## config.mk

```make
export PLATFORM = sky130hd
export DESIGN_NAME = tpu_job_scheduler
export DESIGN_NICKNAME = d
export VERILOG_FILES = /design/src/rtl/tpu_job_scheduler.sv
export SDC_FILE = /design/constraint.sdc
export NUM_CORES = 1
export LEC_CHECK = 0
export BUFFER_PORTS_ARGS = -buffer_cell sky130_fd_sc_hd__buf_2
export CORE_UTILIZATION = 31
export CTS_CLUSTER_SIZE = 16
export DETAILED_ROUTE_END_ITERATION = 16
export GPL_TIMING_DRIVEN = 0
export PLACE_DENSITY = 0.68
export SLEW_MARGIN = 20
export SYNTH_ARGS = -nofsm -noshare
export SYNTH_HDL_FRONTEND = slang
export SYNTH_SLANG_ARGS = --single-unit
```

## constraint.sdc

```tcl
create_clock -name clk -period 3.3 [get_ports clk]
set_input_delay 0.99 -clock clk [delete_from_list [all_inputs] [get_ports clk]]
set_output_delay 0.99 -clock clk [all_outputs]
set_load 0.02 [all_outputs]
```

## src/rtl/tpu_job_scheduler.sv

```systemverilog
// tpu_job_scheduler: shares one TPU between NREQ requesters. An owner is
// picked round-robin, the TPU is enabled for one cycle, A*(N+M) operand words
// are streamed from the owner into the TPU, then N*M result words are
// forwarded back tagged with the owner id.
// Optional feature: define TPU_SCHED_WATCHDOG_EN to abort a job that waits
// TIMEOUT cycles in WAIT without tpu_done.
//
// Handshake: an operand word moves on every cycle where tpu_valid and
// tpu_ready are both high (tpu_valid/in_ready are combinational passthroughs
// of the owner's in_valid and the TPU's tpu_ready); result words are
// announced by res_valid and are never stalled.
module tpu_job_scheduler #(
  parameter int NREQ    = 2,
  parameter int A       = 4,
  parameter int M       = 4,
  parameter int N       = 4,
  parameter int TIMEOUT = 1024,
  localparam int IDW    = ($clog2(NREQ) < 1) ? 1 : $clog2(NREQ)
) (
  input  logic               clk,
  input  logic               rst,
  input  logic [NREQ-1:0]    req,
  input  logic [NREQ-1:0]    in_valid,
  input  logic [NREQ*32-1:0] in_data,
  output logic [NREQ-1:0]    in_ready,
  output logic [NREQ-1:0]    gnt,
  output logic               busy,
  output logic [NREQ-1:0]    job_err,
  output logic               res_valid,
  output logic [31:0]        res_data,
  output logic [IDW-1:0]     res_id,
  output logic               tpu_enable,
  output logic               tpu_valid,
  output logic [31:0]        tpu_data_in,
  input  logic               tpu_ready,
  input  logic               tpu_err,
  input  logic               tpu_done,
  input  logic [31:0]        tpu_data_out
);

  localparam logic [15:0] LOAD_LAST = 16'(A * (N + M) - 1);
  localparam logic [15:0] RES_LAST  = 16'(N * M - 1);

  if (NREQ < 2 || NREQ > 8) begin : g_bad_nreq
    $error("tpu_job_scheduler: NREQ must be 2..8");
  end
  if (TIMEOUT < 1) begin : g_bad_timeout
    $error("tpu_job_scheduler: TIMEOUT must be positive");
  end

  typedef enum logic [2:0] {IDLE, GRANT, LOAD, WAIT, DRAIN} state_t;

  state_t          state_q, state_d;
  logic [IDW-1:0]  ptr_q, ptr_d;
  logic [IDW-1:0]  owner_q, owner_d;
  logic [15:0]     load_cnt_q, load_cnt_d;
  logic [15:0]     res_cnt_q, res_cnt_d;
  logic [NREQ-1:0] job_err_q, job_err_d;

  logic [NREQ-1:0] owner_oh;
  logic [IDW-1:0]  pick;
  logic            found;
  logic [IDW-1:0]  nxt_ptr;
  logic            xfer;
  logic            abort;
  logic            wd_expired;
  logic [31:0]     in_word [NREQ];

  assign owner_oh = NREQ'(1) << owner_q;
  assign nxt_ptr  = (owner_q == IDW'(NREQ - 1)) ? '0 : owner_q + 1'b1;
  assign xfer     = (state_q == LOAD) && tpu_valid && tpu_ready;

`ifdef TPU_SCHED_WATCHDOG_EN
  logic [31:0] wd_q, wd_d;

  // Watchdog: counts cycles spent in WAIT, cleared everywhere else
  always_comb begin
    wd_d = (state_q == WAIT) ? wd_q + 32'd1 : 32'd0;
  end

  // Watchdog counter register
  always_ff @(posedge clk) begin
    if (!rst) wd_q <= '0;
    else      wd_q <= wd_d;
  end

  assign wd_expired = (state_q == WAIT) && (wd_q == 32'(TIMEOUT - 1));
`else
  assign wd_expired = 1'b0;
`endif

  // Split the packed operand bus into one word per requester
  always_comb begin
    for (int i = 0; i < NREQ; i++) in_word[i] = in_data[i*32 +: 32];
  end

  // Round-robin pick: first request at or above the pointer, else the lowest one
  always_comb begin
    pick  = ptr_q;
    found = 1'b0;
    for (int i = 0; i < NREQ; i++) begin
      if (!found && req[i] && (IDW'(i) >= ptr_q)) begin
        pick  = IDW'(i);
        found = 1'b1;
      end
    end
    for (int i = 0; i < NREQ; i++) begin
      if (!found && req[i]) begin
        pick  = IDW'(i);
        found = 1'b1;
      end
    end
  end

  // Next-state logic; an abort (tpu_err or watchdog) overrides everything
  always_comb begin
    state_d    = state_q;
    ptr_d      = ptr_q;
    owner_d    = owner_q;
    load_cnt_d = load_cnt_q;
    res_cnt_d  = res_cnt_q;
    job_err_d  = '0;
    abort      = 1'b0;
    case (state_q)
      IDLE: begin
        if (|req) begin
          owner_d = pick;
          state_d = GRANT;
        end
      end
      GRANT: begin
        if (tpu_err) abort = 1'b1;
        else         state_d = LOAD;
      end
      LOAD: begin
        if (tpu_err) abort = 1'b1;
        else if (xfer) begin
          if (load_cnt_q == LOAD_LAST) begin
            load_cnt_d = '0;
            state_d    = WAIT;
          end else begin
            load_cnt_d = load_cnt_q + 16'd1;
          end
        end
      end
      WAIT: begin
        if (tpu_err) abort = 1'b1;
        else if (tpu_done) begin
          if (RES_LAST == 16'd0) begin
            state_d = IDLE;
            ptr_d   = nxt_ptr;
          end else begin
            res_cnt_d = 16'd1;
            state_d   = DRAIN;
          end
        end else if (wd_expired) abort = 1'b1;
      end
      DRAIN: begin
        if (res_cnt_q == RES_LAST) begin
          res_cnt_d = '0;
          state_d   = IDLE;
          ptr_d     = nxt_ptr;
        end else begin
          res_cnt_d = res_cnt_q + 16'd1;
        end
      end
      default: state_d = IDLE;
    endcase
    if (abort) begin
      state_d    = IDLE;
      ptr_d      = nxt_ptr;
      load_cnt_d = '0;
      res_cnt_d  = '0;
      job_err_d  = owner_oh;
    end
  end

  // State, pointer, owner, counters and error pulse registers
  always_ff @(posedge clk) begin
    if (!rst) begin
      state_q    <= IDLE;
      ptr_q      <= '0;
      owner_q    <= '0;
      load_cnt_q <= '0;
      res_cnt_q  <= '0;
      job_err_q  <= '0;
    end else begin
      state_q    <= state_d;
      ptr_q      <= ptr_d;
      owner_q    <= owner_d;
      load_cnt_q <= load_cnt_d;
      res_cnt_q  <= res_cnt_d;
      job_err_q  <= job_err_d;
    end
  end

  // Outputs: operand path is a passthrough in LOAD, results pass through in WAIT/DRAIN
  always_comb begin
    busy        = (state_q != IDLE);
    gnt         = busy ? owner_oh : '0;
    job_err     = job_err_q;
    tpu_enable  = (state_q == GRANT);
    tpu_valid   = (state_q == LOAD) && in_valid[owner_q];
    tpu_data_in = (state_q == LOAD) ? in_word[owner_q] : 32'd0;
    in_ready    = ((state_q == LOAD) && tpu_ready) ? owner_oh : '0;
    res_valid   = (state_q == DRAIN) || ((state_q == WAIT) && tpu_done && !tpu_err);
    res_data    = res_valid ? tpu_data_out : 32'd0;
    res_id      = res_valid ? owner_q : '0;
  end

endmodule

```

Word level (Yosys, flattened, before mapping)

Index checks and enable logic that the tools add are counted.

Word-level logic and storage cells: 98
Bits in registers: 39
Output and inout bits: 75
Bits of input ports: 105

Bitwise operators: 3
$add $sub $neg: 3
Reduce and logical (&&, ||, !) cells: 30
Mux-type cells: 37
Eq/ne operators: 14
Magnitude comparators: 4
Shift-type cells: 1

Operators by type and width:

| kind                                                                   | number |
|---|---|
| 32-bit 2-to-1 mux                                                      | 5 |
| 16-bit 2-to-1 mux                                                      | 4 |
| 16-bit by 1-bit adder with 16-bit output, second input constant        | 2 |
| 16-bit one-hot mux with 2 select lines                                 | 1 |
| 3-bit 2-to-1 mux                                                       | 8 |
| 16-bit by 4-bit equality test with 1-bit output, second input constant | 1 |
| 16-bit by 5-bit equality test with 1-bit output, second input constant | 1 |
| 1-bit 2-to-1 mux                                                       | 16 |
| 3-bit one-hot mux with 5 select lines                                  | 1 |
| 2-bit inequality test, second input constant                           | 7 |
| 1-bit logical AND                                                      | 11 |
| 8-bit AND reduction                                                    | 1 |
| 3-bit by 2-bit equality test with 1-bit output, second input constant  | 2 |
| 2-bit AND reduction                                                    | 3 |
| 3-bit AND reduction                                                    | 2 |
| 2-bit nonzero test                                                     | 3 |
| 1-bit logical NOT                                                      | 4 |
| 2-bit 2-to-1 mux                                                       | 2 |
| 2-bit OR reduction                                                     | 2 |
| 3-bit by 1-bit equality test with 1-bit output, second input constant  | 1 |
| 3-bit equality test, second input constant                             | 1 |
| 3-bit logical NOT                                                      | 1 |
| 3-bit nonzero test                                                     | 1 |
| 3-bit OR reduction                                                     | 1 |
| other kinds (9)                                                        | 11 |

Longest topological paths before layout

Depth in word-level cells: 13
Gate-level depth with buffers: 9
Depth with buffers taken out: 6

Worst setup path after synthesis

OpenSTA, ideal clock, no wires.

Path type: input -> output
Start: in tpu_err
End: out res_data[22]
Slack: -0.202 ns
Stages on the path: 6
Path buffers: 2
Data required time: 2.310 ns
Data arrival time: 2.512 ns
Path through: clkbuf_1 > nor4bb_1 > a21boi_1 > inv_1 > clkbuf_1 > and2_1

Word-level cells in the longest chain between the ends: 4

Ends and longest elaborated chain:

| element           | line | text |
|---|---|---|
| start, declared   | 36   | `input logic tpu_err,` |
| 1-bit logical NOT | 206  | `res_valid = (state_q == DRAIN) \|\| ((state_q == WAIT) && tpu_done && !tpu_err);` |
| 1-bit logical AND | 206  |  |
| 1-bit logical OR  | 206  |  |
| via res_valid     | 29   | `output logic res_valid,` |
| 32-bit 2-to-1 mux | 207  | `res_data = res_valid ? tpu_data_out : 32'd0;` |
| end, declared     | 30   | `output logic [31:0] res_data,` |

The timed path passes the listed nets, and every way through them passes these cells.

Final worst setup path

Start: in tpu_err
End: out res_data[4]

Word-level cells in the longest chain between the ends: 4

Ends and longest elaborated chain:

| element           | line |
|---|---|
| 1-bit logical NOT | 206 |
| 1-bit logical AND | 206 |
| 1-bit logical OR  | 206 |
| 32-bit 2-to-1 mux | 207 |

No other way between the ends.

==> metrics.txt <==
number of buffers added on ports 178; clk_lat worst skew 0.29 ns; synthesized flop and latch total 39; vias per cell 5.09; met2 WL 4530 um; floorplan core area 8680 um^2; most common cell after layout, fill and taps aside buf_2; initial antenna violation count 0; DPL Wire Length 6910 um; Critical Path End res_data[4]; Final setup viols 0; clock-pin slew on the worst setup and hold paths 0.08 ns; first-pass GRT wire length 14600 um; Placed Area 3870 um^2; Die Wd 96.6 um; CP Data Required Time 2.31 ns; CP Launch Type input pin; DR DRC count 0; Tmin final 3.22 ns; Fin Setup TNS 0 ns; row cnt 34; number of synthesized flops with an enable pin 0; r2r setup slk 0.94 ns; most common flop cell mapped by yosys dfxtp_1; I/O pin count 180; critical path peak fanout 8; VDD IR max 139 uV; Max-Cap Viols 0; DR vias 3405; post-synth cell types 53; Avg Cell Area, Syn 7.52 um^2; YS warnings 0; sequential share of the synthesized area 0.281; relative slew slack 0.518; max incr delay on CP 0.36 ns; Filler Cell Count 876; Crit Path Class input pin to output port; Slew Limit Fails 0; Post-Route WL 8980 um; CP arrival 2.23 ns; CTS tree done; Antenna Violating Nets Remaining 0; endpoint class of the critical path output port; Root Buffer clkbuf_8; Cells after Synth 369; Fin. Hold Viols 0; DRT met1 WL 3540 um; ANT cells 0; share of the synthesized area in the top cell type 0.281; Detailed Route Iter0 Violations 163; Hold WS 0.472 ns; final period utilization 0.976; Design Area, Final 4170 um^2; total gr overflow 0; number of global-route vias before repair 3127; Highest Clock Rate 311 MHz; placed cell count 655; clk_skew 0.00583 ns; Layout Nets 667; number of H-tree levels 2; post-synthesis net count 476; synthesized area 2780 um^2; FFs w/ async S/R, synth 0; Pre-antenna DRT Iters 4; Least-Margin Pin Slew 0.721 ns; Worst R2R Path Depth 6; clock tree buffer depth 2; crit-path cells clkbuf_8, nor4bb_4, a21boi_4, inv_4, buf_8, clkbuf_16, and2_4, buf_4; worst reg2reg endpoint load_cnt_q[10]; Wirelength per Cell 13.4 um; GR Util All Layers 0.186; Starting Density 0.320; layout cells sized above 1 0.424; largest net degree at the start of global routing 13; Die ar. 9340 um^2; P_leak 1.90 nW; worst hold path type flip-flop to flip-flop; DR top layer met4; ranking of synthesized cells by area dfxtp_1 (28%), mux2i_1 (12%), nor2_1 (8.0%); RePlAce Congestion 0.898; Num CTS Buffers 5; critical path depth 8; Die Y 96.6 um; highest-count cells in the layout ignoring fill and taps buf_2 (158), nor2_1 (59), dfxtp_1 (38); Area growth, synth to finish 50.1%; Final Power 1.15 mW; Synth area leader dfxtp_1; critical path launch point tpu_err; Sink Count 39; wire length on met3 640 um; status complete, no violations; delay-heaviest family, CP buffers and inverters; post-route insts no fill 669; WP buf/inv 5; slowest CP cell nor4bb_4; RSZ-0062 raised after global routing false; PwrDens 275 nW/um^2; r2r startpoint load_cnt_q[7]
==> layout make-up <==
cell class | count | area [um^2] | area share
plain buffers | 19 | 130 | 0.0312
clock buffers | 6 | 82.6 | 0.0198
clock inverters | 2 | 35.0 | 0.00841
inverters | 12 | 47.5 | 0.0114
multi-input cells | 298 | 1930 | 0.462
flip-flops and latches | 39 | 782 | 0.188
well taps | 108 | 135 | 0.0324
repair buffers | 185 | 1030 | 0.247
==> cell families (layout without fill, tap and decap cells) <==
family / after synthesis / after routing / share of synthesized area
compound gates: 73 / 73 / 0.165
xor+xnor: 7 / 7 / 0.0221
fa+ha+maj: 2 / 2 / 0.00901
buf+inv: 32 / 224 / 0.0478
flops: 39 / 39 / 0.281
mux: 34 / 34 / 0.123
simple gates: 182 / 182 / 0.352
==> cells in the mapped netlist, types with 3 or more instances <==
cell,count
nand4_1,10
nand3b_1,4
dfxtp_1,39
o211ai_1,4
a22oi_1,4
nor3_1,10
o21ai_0,19
xnor2_1,4
xor2_1,3
clkbuf_1,13
nor2_1,59
and2_1,32
or3_1,6
a31oi_1,7
nand3_1,12
mux2i_1,34
nor4_1,6
buf_1,4
a21oi_1,24
nand2_1,23
inv_1,12
==> registers in the layout (all words and copies together) (netlist names) <==
name and flops:
load_cnt_q 16, res_cnt_q 16, state_q 3, job_err 2, owner_q 1, ptr_q 1
==> worst reg2reg max path, cell delays in order (launching register included) <==
cell and delay, ns:
dfxtp_1 0.30, clkbuf_1 0.19, or4_1 0.58, nor4_2 0.66
nand2b_2 0.30, or3_1 0.13, a21oi_1 0.06
==> where the power goes <==
part	internal, mW	switching, mW
logic	0.114	0.135
registers	0.476	0.00426
clock network	0.245	0.172
total	0.834	0.311
==> worst min-delay path by stage <==
stage | start | slack (ns) | endpoint | cells past startpoint
after floorplan | ptr_q | 0.43 | ptr_q | 2
final | ptr_q | 0.47 | ptr_q | 2
after global placement | ptr_q | 0.45 | ptr_q | 2
after detailed placement | ptr_q | 0.46 | ptr_q | 2
after CTS | ptr_q | 0.47 | ptr_q | 2
after global routing | res_cnt_q[6] | 0.51 | res_cnt_q[6] | 1
==> metal layers <==
layer  track usage  vias to the layer above
met5             0                        -
met4        0.0746                        0
met3        0.0361                       14
met2         0.350                      166
met1         0.203                     1525
li1              -                     1700
==> timing repair <==
action	in CTS	in global routing
gates resized for setup	22	12
endpoints found under the setup margin	33	35
pin swaps	2	2
cloned	0	2
buffers inserted	2	3
hold buffers	0	0
==> stage by stage <==
stage | worst slack, ns | utilization
2_1_floorplan | 0.00491 | -
3_3_place_gp | -0.384 | 0.446
3_5_place_dp | -0.391 | 0.446
4_1_cts | 0.0118 | 0.469
5_1_grt | 0.00244 | 0.480
6_report | 0.0807 | 0.480
(Power assumes the default switching activity.)
